**src/rtl/adc_buf_pkg.sv**
```systemverilog
// Shared constants for the ADC result buffer: register offsets and field positions.
// Combinational definitions only; no latency or backpressure of its own.
package adc_buf_pkg;

  localparam int ADC_DATA_W  = 10;
  localparam int ACC_EXTRA_W = 3;
  localparam int TS_W        = 16;

  typedef enum logic [1:0] {
    REG_CTRL   = 2'd0,
    REG_STATUS = 2'd1,
    REG_DATA   = 2'd2,
    REG_THRESH = 2'd3
  } reg_ofs_e;

  // CTRL fields
  localparam int CTRL_EN_BIT  = 0;
  localparam int CTRL_CAL_BIT = 1;
  localparam int CTRL_AVG_LSB = 4;
  localparam int CTRL_AVG_W   = 2;
  localparam int CTRL_CLR_BIT = 8;

  // STATUS fields
  localparam int STAT_EMPTY_BIT = 8;
  localparam int STAT_FULL_BIT  = 9;
  localparam int STAT_OVF_BIT   = 10;

  // DATA word fields
  localparam int DATA_VLD_BIT = 15;
  localparam int DATA_TS_LSB  = 16;

endpackage

```
**src/rtl/sync_fifo.sv**
```systemverilog
// Single-clock FIFO with occupancy level; pushes to a full FIFO are dropped and flagged.
// Latency: push visible on the next cycle, rdata shows the head combinationally.
// Backpressure: none; a push while full (without a same-cycle pop) raises overflow_pulse.
module sync_fifo #(
  parameter int WIDTH      = 10,
  parameter int DEPTH_LOG2 = 4
) (
  input  logic                  clk,
  input  logic                  rst,
  input  logic                  push,
  input  logic                  pop,
  input  logic                  clear,
  input  logic [WIDTH-1:0]      wdata,
  output logic [WIDTH-1:0]      rdata,
  output logic [DEPTH_LOG2:0]   level,
  output logic                  empty,
  output logic                  full,
  output logic                  overflow_pulse
);

  localparam int DEPTH = 1 << DEPTH_LOG2;

  logic [WIDTH-1:0]      mem [DEPTH];
  logic [DEPTH_LOG2-1:0] wptr, rptr;
  logic                  do_push, do_pop;

  assign empty = (level == '0);
  assign full  = (level == (DEPTH_LOG2+1)'(DEPTH));

  // A pop frees a slot in the same cycle, so a full FIFO still accepts a push alongside it.
  assign do_pop         = pop & ~empty & ~clear;
  assign do_push        = push & (~full | do_pop) & ~clear;
  assign overflow_pulse = push & full & ~do_pop & ~clear;

  assign rdata = mem[rptr];

  always_ff @(posedge clk) begin
    if (rst || clear) begin
      wptr  <= '0;
      rptr  <= '0;
      level <= '0;
    end else begin
      if (do_push) wptr <= wptr + 1'b1;
      if (do_pop)  rptr <= rptr + 1'b1;
      level <= level + {{DEPTH_LOG2{1'b0}}, do_push} - {{DEPTH_LOG2{1'b0}}, do_pop};
    end
  end

  always_ff @(posedge clk) begin
    if (do_push) mem[wptr] <= wdata;
  end

endmodule

```
**src/rtl/adc_result_fifo_wb.sv**
```systemverilog
// ADC result capture with 2^k box-car averaging, FIFO buffering and a Wishbone slave port.
// Latency: sample to FIFO 1 cycle; Wishbone ack 1 cycle after request. Optional ADC_TIMESTAMP_EN.
// Backpressure: none toward the ADC; pushes into a full FIFO are dropped and set sticky overflow.
module adc_result_fifo_wb
  import adc_buf_pkg::*;
#(
  parameter int          DATA_W     = ADC_DATA_W,
  parameter int          DEPTH_LOG2 = 4,
  parameter logic [31:0] BASE_ADDR  = 32'h3000_0000
) (
  input  logic              wb_clk_i,
  input  logic              wb_rst_i,
  input  logic              wbs_stb_i,
  input  logic              wbs_cyc_i,
  input  logic              wbs_we_i,
  input  logic [3:0]        wbs_sel_i,
  input  logic [31:0]       wbs_dat_i,
  input  logic [31:0]       wbs_adr_i,
  output logic              wbs_ack_o,
  output logic [31:0]       wbs_dat_o,
  input  logic [DATA_W-1:0] adc_result,
  input  logic              adc_valid,
  output logic              adc_en,
  output logic              adc_cal,
  output logic              irq
);

`ifdef ADC_TIMESTAMP_EN
  localparam int ENTRY_W = DATA_W + TS_W;
`else
  localparam int ENTRY_W = DATA_W;
`endif
  localparam int ACC_W = DATA_W + ACC_EXTRA_W;
  localparam int LVL_W = DEPTH_LOG2 + 1;

  logic                  req, acc_cyc, wr;
  reg_ofs_e              ofs;
  logic                  wr_ctrl_lo, wr_ctrl_hi, wr_stat_hi, wr_thr, pop;
  logic                  enable, ovf, rd_vld;
  logic [CTRL_AVG_W-1:0] avg_log2, new_avg;
  logic                  new_en, acc_rst, fifo_clr;
  logic [LVL_W-1:0]      thresh;
  logic [31:0]           rd_mux;

  logic [ACC_W-1:0]      acc, acc_sum;
  logic [2:0]            cnt, cnt_last;
  logic                  sample_in, push;
  logic [DATA_W-1:0]     push_sample;

  logic [ENTRY_W-1:0]    wdata, rdata;
  logic [LVL_W-1:0]      level;
  logic                  empty, full, ovf_pulse;

  assign req     = wbs_stb_i & wbs_cyc_i & (wbs_adr_i[31:8] == BASE_ADDR[31:8]);
  assign ofs     = reg_ofs_e'(wbs_adr_i[3:2]);
  assign acc_cyc = wbs_ack_o & req;
  assign wr      = acc_cyc & wbs_we_i;

  assign wr_ctrl_lo = wr & (ofs == REG_CTRL) & wbs_sel_i[0];
  assign wr_ctrl_hi = wr & (ofs == REG_CTRL) & wbs_sel_i[1];
  assign wr_stat_hi = wr & (ofs == REG_STATUS) & wbs_sel_i[1];
  assign wr_thr     = wr & (ofs == REG_THRESH) & wbs_sel_i[0];
  // Only pop an entry that was actually returned; a push landing mid-access must survive.
  assign pop        = acc_cyc & ~wbs_we_i & (ofs == REG_DATA) & rd_vld;

  assign new_en   = wbs_dat_i[CTRL_EN_BIT];
  assign new_avg  = wbs_dat_i[CTRL_AVG_LSB +: CTRL_AVG_W];
  assign acc_rst  = wr_ctrl_lo & ((new_avg != avg_log2) | (enable & ~new_en));
  assign fifo_clr = wr_ctrl_hi & wbs_dat_i[CTRL_CLR_BIT];

  assign sample_in   = adc_valid & enable;
  assign acc_sum     = acc + ACC_W'(adc_result);
  assign cnt_last    = 3'((4'd1 << avg_log2) - 4'd1);
  assign push        = sample_in & (cnt == cnt_last);
  assign push_sample = DATA_W'(acc_sum >> avg_log2);

  always_ff @(posedge wb_clk_i) begin
    if (wb_rst_i || acc_rst || fifo_clr) begin
      acc <= '0;
      cnt <= '0;
    end else if (sample_in) begin
      if (push) begin
        acc <= '0;
        cnt <= '0;
      end else begin
        acc <= acc_sum;
        cnt <= cnt + 3'd1;
      end
    end
  end

`ifdef ADC_TIMESTAMP_EN
  logic [TS_W-1:0] ts;

  always_ff @(posedge wb_clk_i) begin
    if (wb_rst_i) begin
      ts <= '0;
    end else if (wr_ctrl_lo && new_en && !enable) begin
      ts <= '0;
    end else if (sample_in) begin
      ts <= ts + 1'b1;
    end
  end

  assign wdata = {ts, push_sample};
`else
  assign wdata = push_sample;
`endif

  sync_fifo #(
    .WIDTH      (ENTRY_W),
    .DEPTH_LOG2 (DEPTH_LOG2)
  ) u_fifo (
    .clk            (wb_clk_i),
    .rst            (wb_rst_i),
    .push           (push),
    .pop            (pop),
    .clear          (fifo_clr),
    .wdata          (wdata),
    .rdata          (rdata),
    .level          (level),
    .empty          (empty),
    .full           (full),
    .overflow_pulse (ovf_pulse)
  );

  always_comb begin
    rd_mux = '0;
    case (ofs)
      REG_CTRL: begin
        rd_mux[CTRL_EN_BIT]                   = enable;
        rd_mux[CTRL_AVG_LSB +: CTRL_AVG_W]    = avg_log2;
      end
      REG_STATUS: begin
        rd_mux[LVL_W-1:0]     = level;
        rd_mux[STAT_EMPTY_BIT] = empty;
        rd_mux[STAT_FULL_BIT]  = full;
        rd_mux[STAT_OVF_BIT]   = ovf;
      end
      REG_DATA: begin
        if (!empty) begin
          rd_mux[DATA_W-1:0]   = rdata[DATA_W-1:0];
          rd_mux[DATA_VLD_BIT] = 1'b1;
`ifdef ADC_TIMESTAMP_EN
          rd_mux[DATA_TS_LSB +: TS_W] = rdata[ENTRY_W-1 -: TS_W];
`endif
        end
      end
      default: rd_mux[LVL_W-1:0] = thresh;
    endcase
  end

  always_ff @(posedge wb_clk_i) begin
    if (wb_rst_i) begin
      wbs_ack_o <= 1'b0;
      wbs_dat_o <= '0;
      rd_vld    <= 1'b0;
      enable    <= 1'b0;
      avg_log2  <= '0;
      thresh    <= '0;
      ovf       <= 1'b0;
      adc_cal   <= 1'b0;
      irq       <= 1'b0;
    end else begin
      wbs_ack_o <= req & ~wbs_ack_o;
      wbs_dat_o <= (req && !wbs_ack_o) ? rd_mux : '0;
      rd_vld    <= req & ~wbs_ack_o & ~wbs_we_i & (ofs == REG_DATA) & ~empty;
      adc_cal   <= wr_ctrl_lo & wbs_dat_i[CTRL_CAL_BIT];
      if (wr_ctrl_lo) begin
        enable   <= new_en;
        avg_log2 <= new_avg;
      end
      if (wr_thr) thresh <= wbs_dat_i[LVL_W-1:0];
      if (ovf_pulse) ovf <= 1'b1;
      else if (wr_stat_hi && wbs_dat_i[STAT_OVF_BIT]) ovf <= 1'b0;
      irq <= (thresh != '0) && (level >= thresh);
    end
  end

  assign adc_en = enable;

  logic unused_ok;
  assign unused_ok = ^{wbs_sel_i[3:2], wbs_dat_i, wbs_adr_i[7:4], wbs_adr_i[1:0]};

endmodule
```
**config.mk**
```make
export PLATFORM = sky130hd
export DESIGN_NAME = adc_result_fifo_wb
export DESIGN_NICKNAME = d
export VERILOG_FILES = /design/src/rtl/adc_buf_pkg.sv /design/src/rtl/sync_fifo.sv /design/src/rtl/adc_result_fifo_wb.sv
export SDC_FILE = /design/constraint.sdc
export NUM_CORES = 1
export LEC_CHECK = 0
export ABC_AREA = 1
export CAP_MARGIN = 10
export CORE_MARGIN = 10
export CORE_UTILIZATION = 40
export CTS_CLUSTER_SIZE = 12
export DETAILED_ROUTE_END_ITERATION = 8
export MAX_ROUTING_LAYER = met4
export PLACE_DENSITY = 0.57
export SLEW_MARGIN = 20
export SYNTH_ARGS = -nofsm -noshare
export SYNTH_HDL_FRONTEND = slang
export SYNTH_SLANG_ARGS = --single-unit
```
**constraint.sdc**
```tcl
create_clock -name wb_clk_i -period 3.55 [get_ports wb_clk_i]
set_clock_uncertainty 0.1 [all_clocks]
set_input_delay 0.71 -clock wb_clk_i [delete_from_list [all_inputs] [get_ports wb_clk_i]]
set_output_delay 0.71 -clock wb_clk_i [all_outputs]
set_load 0.03 [all_outputs]
```
# After elaboration in Yosys (flattened, before gate mapping)

Memory sizes are Yosys's and may differ from the RTL's. A register that Yosys moved wholly into a read port is not among the register bits.
Cells that the tools add are included.

Logic and storage cells: 109
RAM bits: 160
Memories kept: 1
Register bits: 74
Output and inout port bits: 36

$lt $le $gt $ge: 1
Multiplexer cells: 15
Bitwise gates (word level): 43
Shift-type cells: 2
Reductions and logical operators: 15
Equal/unequal tests: 7
Add/subtract/negate cells: 7

Memory list:

| name       | words | width | rd ports | clocked after Yosys merged registers in | wr ports | line            | source |
|---|---|---|---|---|---|---|---|
| u_fifo.mem | 16    | 10    | 1        | 1                                       | 1        | sync_fifo.sv:23 | `logic [WIDTH-1:0] mem [DEPTH];` |

Operators with widths:

| kind                                                                    | count |
|---|---|
| 1-bit AND                                                               | 31 |
| 24-bit by 22-bit equality test with 1-bit output, second input constant | 1 |
| 13-bit by 10-bit adder with 13-bit output                               | 1 |
| 13-bit two-way mux                                                      | 1 |
| 13-bit by 2-bit right shift with 10-bit output                          | 1 |
| 10-bit two-way mux                                                      | 1 |
| 1-bit NOT                                                               | 10 |
| 3-bit case mux with 3 select lines                                      | 1 |
| 4-bit by 1-bit adder with 4-bit output, second input constant           | 2 |
| 4-bit two-way mux                                                       | 2 |
| 1-bit case mux with 3 select lines                                      | 2 |
| 3-bit OR reduction                                                      | 2 |
| 5-bit by 1-bit adder with 5-bit output                                  | 1 |
| 5-bit equality test, second input constant                              | 1 |
| 5-bit greater-or-equal comparator                                       | 1 |
| 5-bit logical NOT                                                       | 1 |
| 1-bit two-way mux                                                       | 5 |
| 5-bit nonzero test                                                      | 1 |
| 5-bit by 1-bit subtractor with 5-bit output                             | 1 |
| 2-bit equality test, second input constant                              | 2 |
| 2-bit case mux with 2 select lines                                      | 1 |
| 4-bit OR reduction                                                      | 1 |
| 3-bit by 1-bit adder with 3-bit output, second input constant           | 1 |
| 3-bit equality test                                                     | 1 |
| other kinds (13)                                                        | 18 |

# Depth between registers and ports, before layout

Depth in word-level cells: 14
Depth in mapped cells: 16

# By module

From an unflattened synthesis, not the netlist that was laid out.

Cells, all modules: 1,207
Area, all modules: 10,726.5 um2

By module, submodules not included:

| module             | area each (um2) | times used | seq. area each (um2) | cells each |
|---|---|---|---|---|
| sync_fifo          | 7,642.3         | 1          | 5,144.9              | 724 |
| adc_result_fifo_wb | 3,084.2         | 1          | 820.8                | 483 |

# Least setup slack after synthesis

OpenSTA, ideal clock, no wires.

Path type: input to register
Start: in adc_result[0]
End: mem u_fifo.mem[0][1], data pin
Stages on the path: 9
Path buffers: 0
Required time: 3.120 ns
Arrival time: 2.576 ns
Slack: 0.544 ns
Cell sequence: ha_1 > inv_1 > fa_1 > inv_1 > nand3_1 > nand2_1 > xor2_1 > o21ai_0 > o21ai_0

Longest elaborated chain between the ends: 2

Ends and longest elaborated chain:

| element                                        | line                     | source |
|---|---|---|
| start: declaration                             | adc_result_fifo_wb.sv:21 | `input logic [DATA_W-1:0] adc_result,` |
| 13-bit by 10-bit adder with 13-bit output      | adc_result_fifo_wb.sv:72 | `assign acc_sum = acc + ACC_W'(adc_result);` |
| 13-bit by 2-bit right shift with 10-bit output | adc_result_fifo_wb.sv:75 | `assign push_sample = DATA_W'(acc_sum >> avg_log2);` |
| via push_sample[1]                             | adc_result_fifo_wb.sv:48 | `logic [DATA_W-1:0] push_sample;` |
| end: declaration                               | sync_fifo.sv:23          |  |

The timed path passes the listed nets, and every way through them passes these cells.

# Worst setup path in the final report

Start: in wbs_adr_i[9]
End: reg u_fifo.level[4]

Longest elaborated chain between the ends: 14
Elaborated cells on any way between the ends: 19
Classes of those cells: 2 x add/sub; 1 x eq/ne; 15 x bitwise; 1 x reduce/logical

Ends and longest elaborated chain:

| element                                              | line                             | source |
|---|---|---|
| start: declaration                                   | adc_result_fifo_wb.sv:18         | `input logic [31:0] wbs_adr_i,` |
| 24-bit by 22-bit equality test with 1-bit output (*) | adc_result_fifo_wb.sv:54         | `assign req = wbs_stb_i & wbs_cyc_i & (wbs_adr_i[31:8] == BASE_ADDR[31:8]);` |
| 1-bit AND (*)                                        | adc_result_fifo_wb.sv:54         |  |
| 1-bit AND (*)                                        | adc_result_fifo_wb.sv:56         | `assign acc_cyc = wbs_ack_o & req;` |
| 1-bit AND                                            | adc_result_fifo_wb.sv:57         | `assign wr = acc_cyc & wbs_we_i;` |
| 1-bit AND (2 in series)                              | adc_result_fifo_wb.sv:60         | `assign wr_ctrl_hi = wr & (ofs == REG_CTRL) & wbs_sel_i[1];` |
| 1-bit AND                                            | adc_result_fifo_wb.sv:69         | `assign fifo_clr = wr_ctrl_hi & wbs_dat_i[CTRL_CLR_BIT];` |
| 1-bit NOT                                            | sync_fifo.sv:31, sync_fifo.sv:32 |  |
| 1-bit AND                                            | sync_fifo.sv:31                  | `assign do_pop = pop & ~empty & ~clear;` |
| 1-bit bitwise OR                                     | sync_fifo.sv:32                  | `assign do_push = push & (~full \| do_pop) & ~clear;` |
| 1-bit AND (2 in series)                              | sync_fifo.sv:32                  |  |
| 5-bit by 1-bit adder with 5-bit output               | sync_fifo.sv:45                  | `level <= level + {{DEPTH_LOG2{1'b0}}, do_push} - {{DEPTH_LOG2{1'b0}}, do_pop};` |
| 5-bit by 1-bit subtractor with 5-bit output          | sync_fifo.sv:45                  |  |
| end signal: assignment                               | sync_fifo.sv:45                  |  |
| end: declaration                                     | sync_fifo.sv:15                  | `output logic [DEPTH_LOG2:0] level,` |

Every way passes the cells marked *; elsewhere a longest branch is shown, timed or not.
A chain may end at the register's enable or synchronous reset.

==> impl_metrics.xml <==
<?xml version="1.0" encoding="UTF-8"?>
<metrics>
  <group name="synthesis">
    <metric name="syn_avg_cell_area" unit="sq um">9.98</metric>
    <metric name="synth.yosys.warnings" unit="">0</metric>
    <metric name="synth_area_leader_cell" unit="">edfxtp_1</metric>
    <metric name="synth-edff-count" unit="">160</metric>
    <metric name="synth_area" unit="sq um">10100</metric>
    <metric name="async_flop_share" unit="%">0</metric>
    <metric name="yosys_most_used_dff" unit="">edfxtp_1</metric>
    <metric name="synth_common_cells" unit="">160 x edfxtp_1, 158 x nor2_1, 115 x nand2_1, 91 x o21ai_0, 61 x inv_1</metric>
    <metric name="post-synth-top-count-cell" unit="">edfxtp_1</metric>
    <metric name="post-synth-top-area-fraction" unit="%">47.7</metric>
    <metric name="post_synth_main_area_contributors" unit="">edfxtp_1 48%, dfxtp_1 12%, nor2_1 5.9%, o21ai_0 4.5%, nand2_1 4.3%</metric>
    <metric name="syn_inst" unit="">1009</metric>
    <metric name="ys_seq_elements" unit="">218</metric>
    <metric name="synthDistinctLibCells" unit="">50</metric>
    <metric name="portion_of_the_post_synthesis_area_used_by_sequential_elements" unit="%">59.3</metric>
  </group>
  <group name="detailed_routing">
    <metric name="route.detailed.drc" unit="">0</metric>
    <metric name="post_route_ant_nets" unit="">0</metric>
    <metric name="vias_cell" unit="">5.10</metric>
    <metric name="dr_total_vias" unit="">7390</metric>
    <metric name="initial_detailed_routing_violation_count" unit="">422</metric>
    <metric name="wire_per_inst" unit="um">17.4</metric>
    <metric name="totalWireLength" unit="mm">25.2</metric>
    <metric name="firstDrtPassIters" unit="">5</metric>
  </group>
  <group name="run_status">
    <metric name="run_status" unit="">finished clean</metric>
  </group>
  <group name="run">
    <metric name="maxCapViolations" unit="">0</metric>
  </group>
  <group name="sta">
    <metric name="final_critical_path_setup_slack" unit="ns">0.580</metric>
    <metric name="achievable-frequency" unit="MHz">337</metric>
    <metric name="timing.final.crit_share" unit="%">83.7</metric>
    <metric name="slew_headroom" unit="%">45.5</metric>
    <metric name="finalHoldViolCount" unit="">0</metric>
    <metric name="unrepaired_setup_endpoints_after_global_routing" unit="">false</metric>
    <metric name="final.min_clock_period" unit="ns">2.97</metric>
    <metric name="timing_worst_slew_pin_value" unit="ns">0.817</metric>
    <metric name="report.final.slew_viol_count" unit="">0</metric>
    <metric name="finalSetupTns" unit="ns">0</metric>
    <metric name="finalSetupViolations" unit="">0</metric>
  </group>
  <group name="clock_tree">
    <metric name="clock_latency_of_the_later_clocked_register_in_the_worst_skew_pair" unit="ns">0.52</metric>
    <metric name="cts.clk_slew.worst_paths" unit="ns">0.06</metric>
    <metric name="post_cts.repair.setup_buffers" unit="">0</metric>
    <metric name="postCtsHoldBufs" unit="">0</metric>
    <metric name="ctsHtreeMaxLevel" unit="">1</metric>
    <metric name="cts_num_sinks" unit="">218</metric>
    <metric name="cts_root_buf" unit="">clkbuf_16</metric>
    <metric name="post_cts_resized" unit="">0</metric>
    <metric name="clockBufferDepth" unit="">3</metric>
    <metric name="cts-buffers-inserted" unit="">24</metric>
    <metric name="tritoncts" unit="">yes</metric>
  </group>
  <group name="critical_path">
    <metric name="cp-start-kind" unit="">input port</metric>
    <metric name="crit_slowest_cell" unit="">clkdlybuf4s50_1</metric>
    <metric name="worstPathCellList" unit="">clkdlybuf4s50_1 -&gt; nor2_1 -&gt; nand2_1 -&gt; nor2_1 -&gt; nand3_1 -&gt; nor2_1 -&gt; nand3_2 -&gt; inv_1 -&gt; ha_1 -&gt; inv_1 -&gt; ha_1 -&gt; fa_1 -&gt; nand2_1 -&gt; a21oi_1 -&gt; or3_1 -&gt; a21oi_1</metric>
    <metric name="worst-path-stages" unit="">16</metric>
    <metric name="timing.setup.critical_path_class" unit="">in2reg</metric>
    <metric name="endpoint_kind" unit="">flop</metric>
    <metric name="crit-reg2reg-capture" unit="">u_fifo.level[4]</metric>
    <metric name="cp_top_family" unit="">simple AND/OR/NAND/NOR gates</metric>
    <metric name="register_to_register_setup_slack" unit="ns">0.68</metric>
    <metric name="worst_ep_required_time" unit="ns">3.90</metric>
    <metric name="cp_slowest_stage_delay" unit="ns">0.40</metric>
    <metric name="crit_arrival" unit="ns">3.32</metric>
    <metric name="critical_path.most_common_cell" unit="">nor2_1</metric>
    <metric name="worst_r2r_path_depth" unit="">12</metric>
    <metric name="crit_path_buf_inv_count" unit="">3</metric>
    <metric name="path_max_fanout" unit="">3</metric>
    <metric name="regToRegStartpoint" unit="">avg_log2[1]</metric>
  </group>
  <group name="global_route">
    <metric name="grt_start_max_net_pins" unit="">81</metric>
    <metric name="total_global_routing_overflow" unit="">0</metric>
    <metric name="first_pass_grt_wire_length" unit="mm">39.6</metric>
    <metric name="globalRouteTotalUtil" unit="%">16.2</metric>
    <metric name="number_of_global_route_vias_before_repair" unit="">7232</metric>
    <metric name="antenna_violations_before_repair" unit="">0</metric>
  </group>
  <group name="floorplanning">
    <metric name="initial_utilization" unit="%">40.3</metric>
    <metric name="fp-row-count" unit="">58</metric>
    <metric name="core_region_area" unit="sq um">25000</metric>
    <metric name="boundaryPins" unit="">120</metric>
    <metric name="die_area" unit="sq um">31900</metric>
    <metric name="die_w" unit="um">179</metric>
    <metric name="die_y" unit="um">179</metric>
  </group>
  <group name="placement">
    <metric name="place_ws" unit="ns">0.0475</metric>
    <metric name="place.gp.congestion" unit="">0.825</metric>
    <metric name="placedInstanceArea" unit="sq um">11300</metric>
    <metric name="io_buffer_count" unit="">67</metric>
    <metric name="place_hpwl" unit="mm">17.2</metric>
  </group>
  <group name="power_and_ir_drop">
    <metric name="power.static_leakage" unit="nW">4.35</metric>
    <metric name="max-vdd-ir-drop" unit="uV">297</metric>
    <metric name="power_density" unit="nW/um^2">433</metric>
    <metric name="total_power" unit="mW">5.19</metric>
  </group>
  <group name="hold_path">
    <metric name="worst_hold_path.endpoint" unit="">wbs_dat_o[10]</metric>
    <metric name="timing.hold.worst.start" unit="">ovf</metric>
    <metric name="holdCritPathClass" unit="">reg2reg</metric>
    <metric name="worst_hold_path.num_cells" unit="">2</metric>
  </group>
  <group name="final_layout">
    <metric name="layout.nets" unit="">1223</metric>
    <metric name="post_route_cells_drive_above_1_share" unit="%">10.2</metric>
    <metric name="fin_area" unit="sq um">12000</metric>
    <metric name="antennaDiodeCount" unit="">0</metric>
    <metric name="area_growth" unit="%">19.1</metric>
  </group>
</metrics>
logic make-up after synthesis:
family	after synthesis	synth area share [%]
AND/OR/NAND/NOR	367	15.9
flip-flops	218	59.3
adder cells (fa/ha/maj)	34	4.37
AO/OA/AOI/OAI	237	13.0
multiplexers	2	0.199
other	1	0.0372
buffers and inverters	139	6.23
XOR/XNOR	11	0.957
worst reg2reg max path: stages (launching register included):
cell and delay, ns:
dfxtp_1 0.48, inv_2 0.29, nor2_1 0.14, nor3_1 0.36, nor3_4 0.09, nand3_4 0.10, clkinv_2 0.05, ha_1 0.22
fa_1 0.39, nand2_1 0.09, a21oi_1 0.07, or3_1 0.30, a21oi_1 0.12
layout by cell type (no fill, tap or decap), types with 30 or more instances in the layout:
cell	synthesis	layout
clkdlybuf4s50_1	0	67
o21ai_0	91	91
edfxtp_1	160	160
o21ai_1	30	30
nor2_1	158	158
buf_4	23	40
o22ai_1	32	32
nand3_1	50	50
ha_1	32	32
dfxtp_1	58	57
inv_1	61	61
a21oi_1	51	51
nand2_1	115	115
worst max path at each step:
stage | from | endpoint | slack [ns]
2_1_floorplan | adc_result[0] | u_fifo.mem[0][1] | 0.54
3_3_place_gp | wbs_adr_i[16] | u_fifo.level[4] | 0.08
3_5_place_dp | wbs_adr_i[16] | u_fifo.level[4] | 0.05
5_1_grt | wbs_adr_i[16] | u_fifo.level[4] | 0.30
6_report | wbs_adr_i[9] | u_fifo.level[4] | 0.58
4_1_cts | wbs_adr_i[16] | u_fifo.level[4] | 0.58
metrics by stage:
step | hold WS (ns) | util, % | cells
floorplan | 0.312 | - | 1028
global placement | 0.333 | 45.2 | 1409
detailed placement | 0.330 | 45.2 | 1409
CTS | 0.335 | 48.0 | 1449
global route | 0.380 | 48.0 | 1449
finish | 0.322 | 48.0 | 1449
sequential cells by signal (all words and copies together), names as in the netlist, named ones only:
| name | count |
|---|---|
| acc | 13 |
| adc_cal | 1 |
| adc_en | 1 |
| avg_log2 | 2 |
| cnt | 3 |
| irq | 1 |
| ovf | 1 |
| rd_vld | 1 |
| thresh | 5 |
| u_fifo.level | 5 |
| u_fifo.mem | 160 |
| u_fifo.rptr | 4 |
| u_fifo.wptr | 4 |
| wbs_ack_o | 1 |
| wbs_dat_o | 12 |
where the power goes:
part / internal [mW] / total, mW / switching (mW)
combinational: 0.0829 / 0.198 / 0.116
sequential: 2.73 / 2.73 / 0.000000000370
clock: 1.31 / 2.27 / 0.957
total: 4.12 / 5.19 / 1.07
layer usage:
| layer | GRT usage, % | vias up | part of all wire (%) |
|---|---|---|---|
| met5 | - | - | 0 |
| met4 | 4.44 | 0 | 2.4 |
| met3 | 1.97 | 37 | 4.4 |
| met2 | 26.7 | 153 | 49 |
| met1 | 20.8 | 3525 | 45 |
| li1 | - | 3675 | - |
cell type report:
type,instances,area [sq um]
clock buffer,30,623
clock inverter,10,86.3
fill,2405,13000
inverter,79,300
multi-input combinational,671,3550
sequential,218,5970
tap,330,413
timing repair buffer,111,1050
Power figures use the tool's default switching activity.
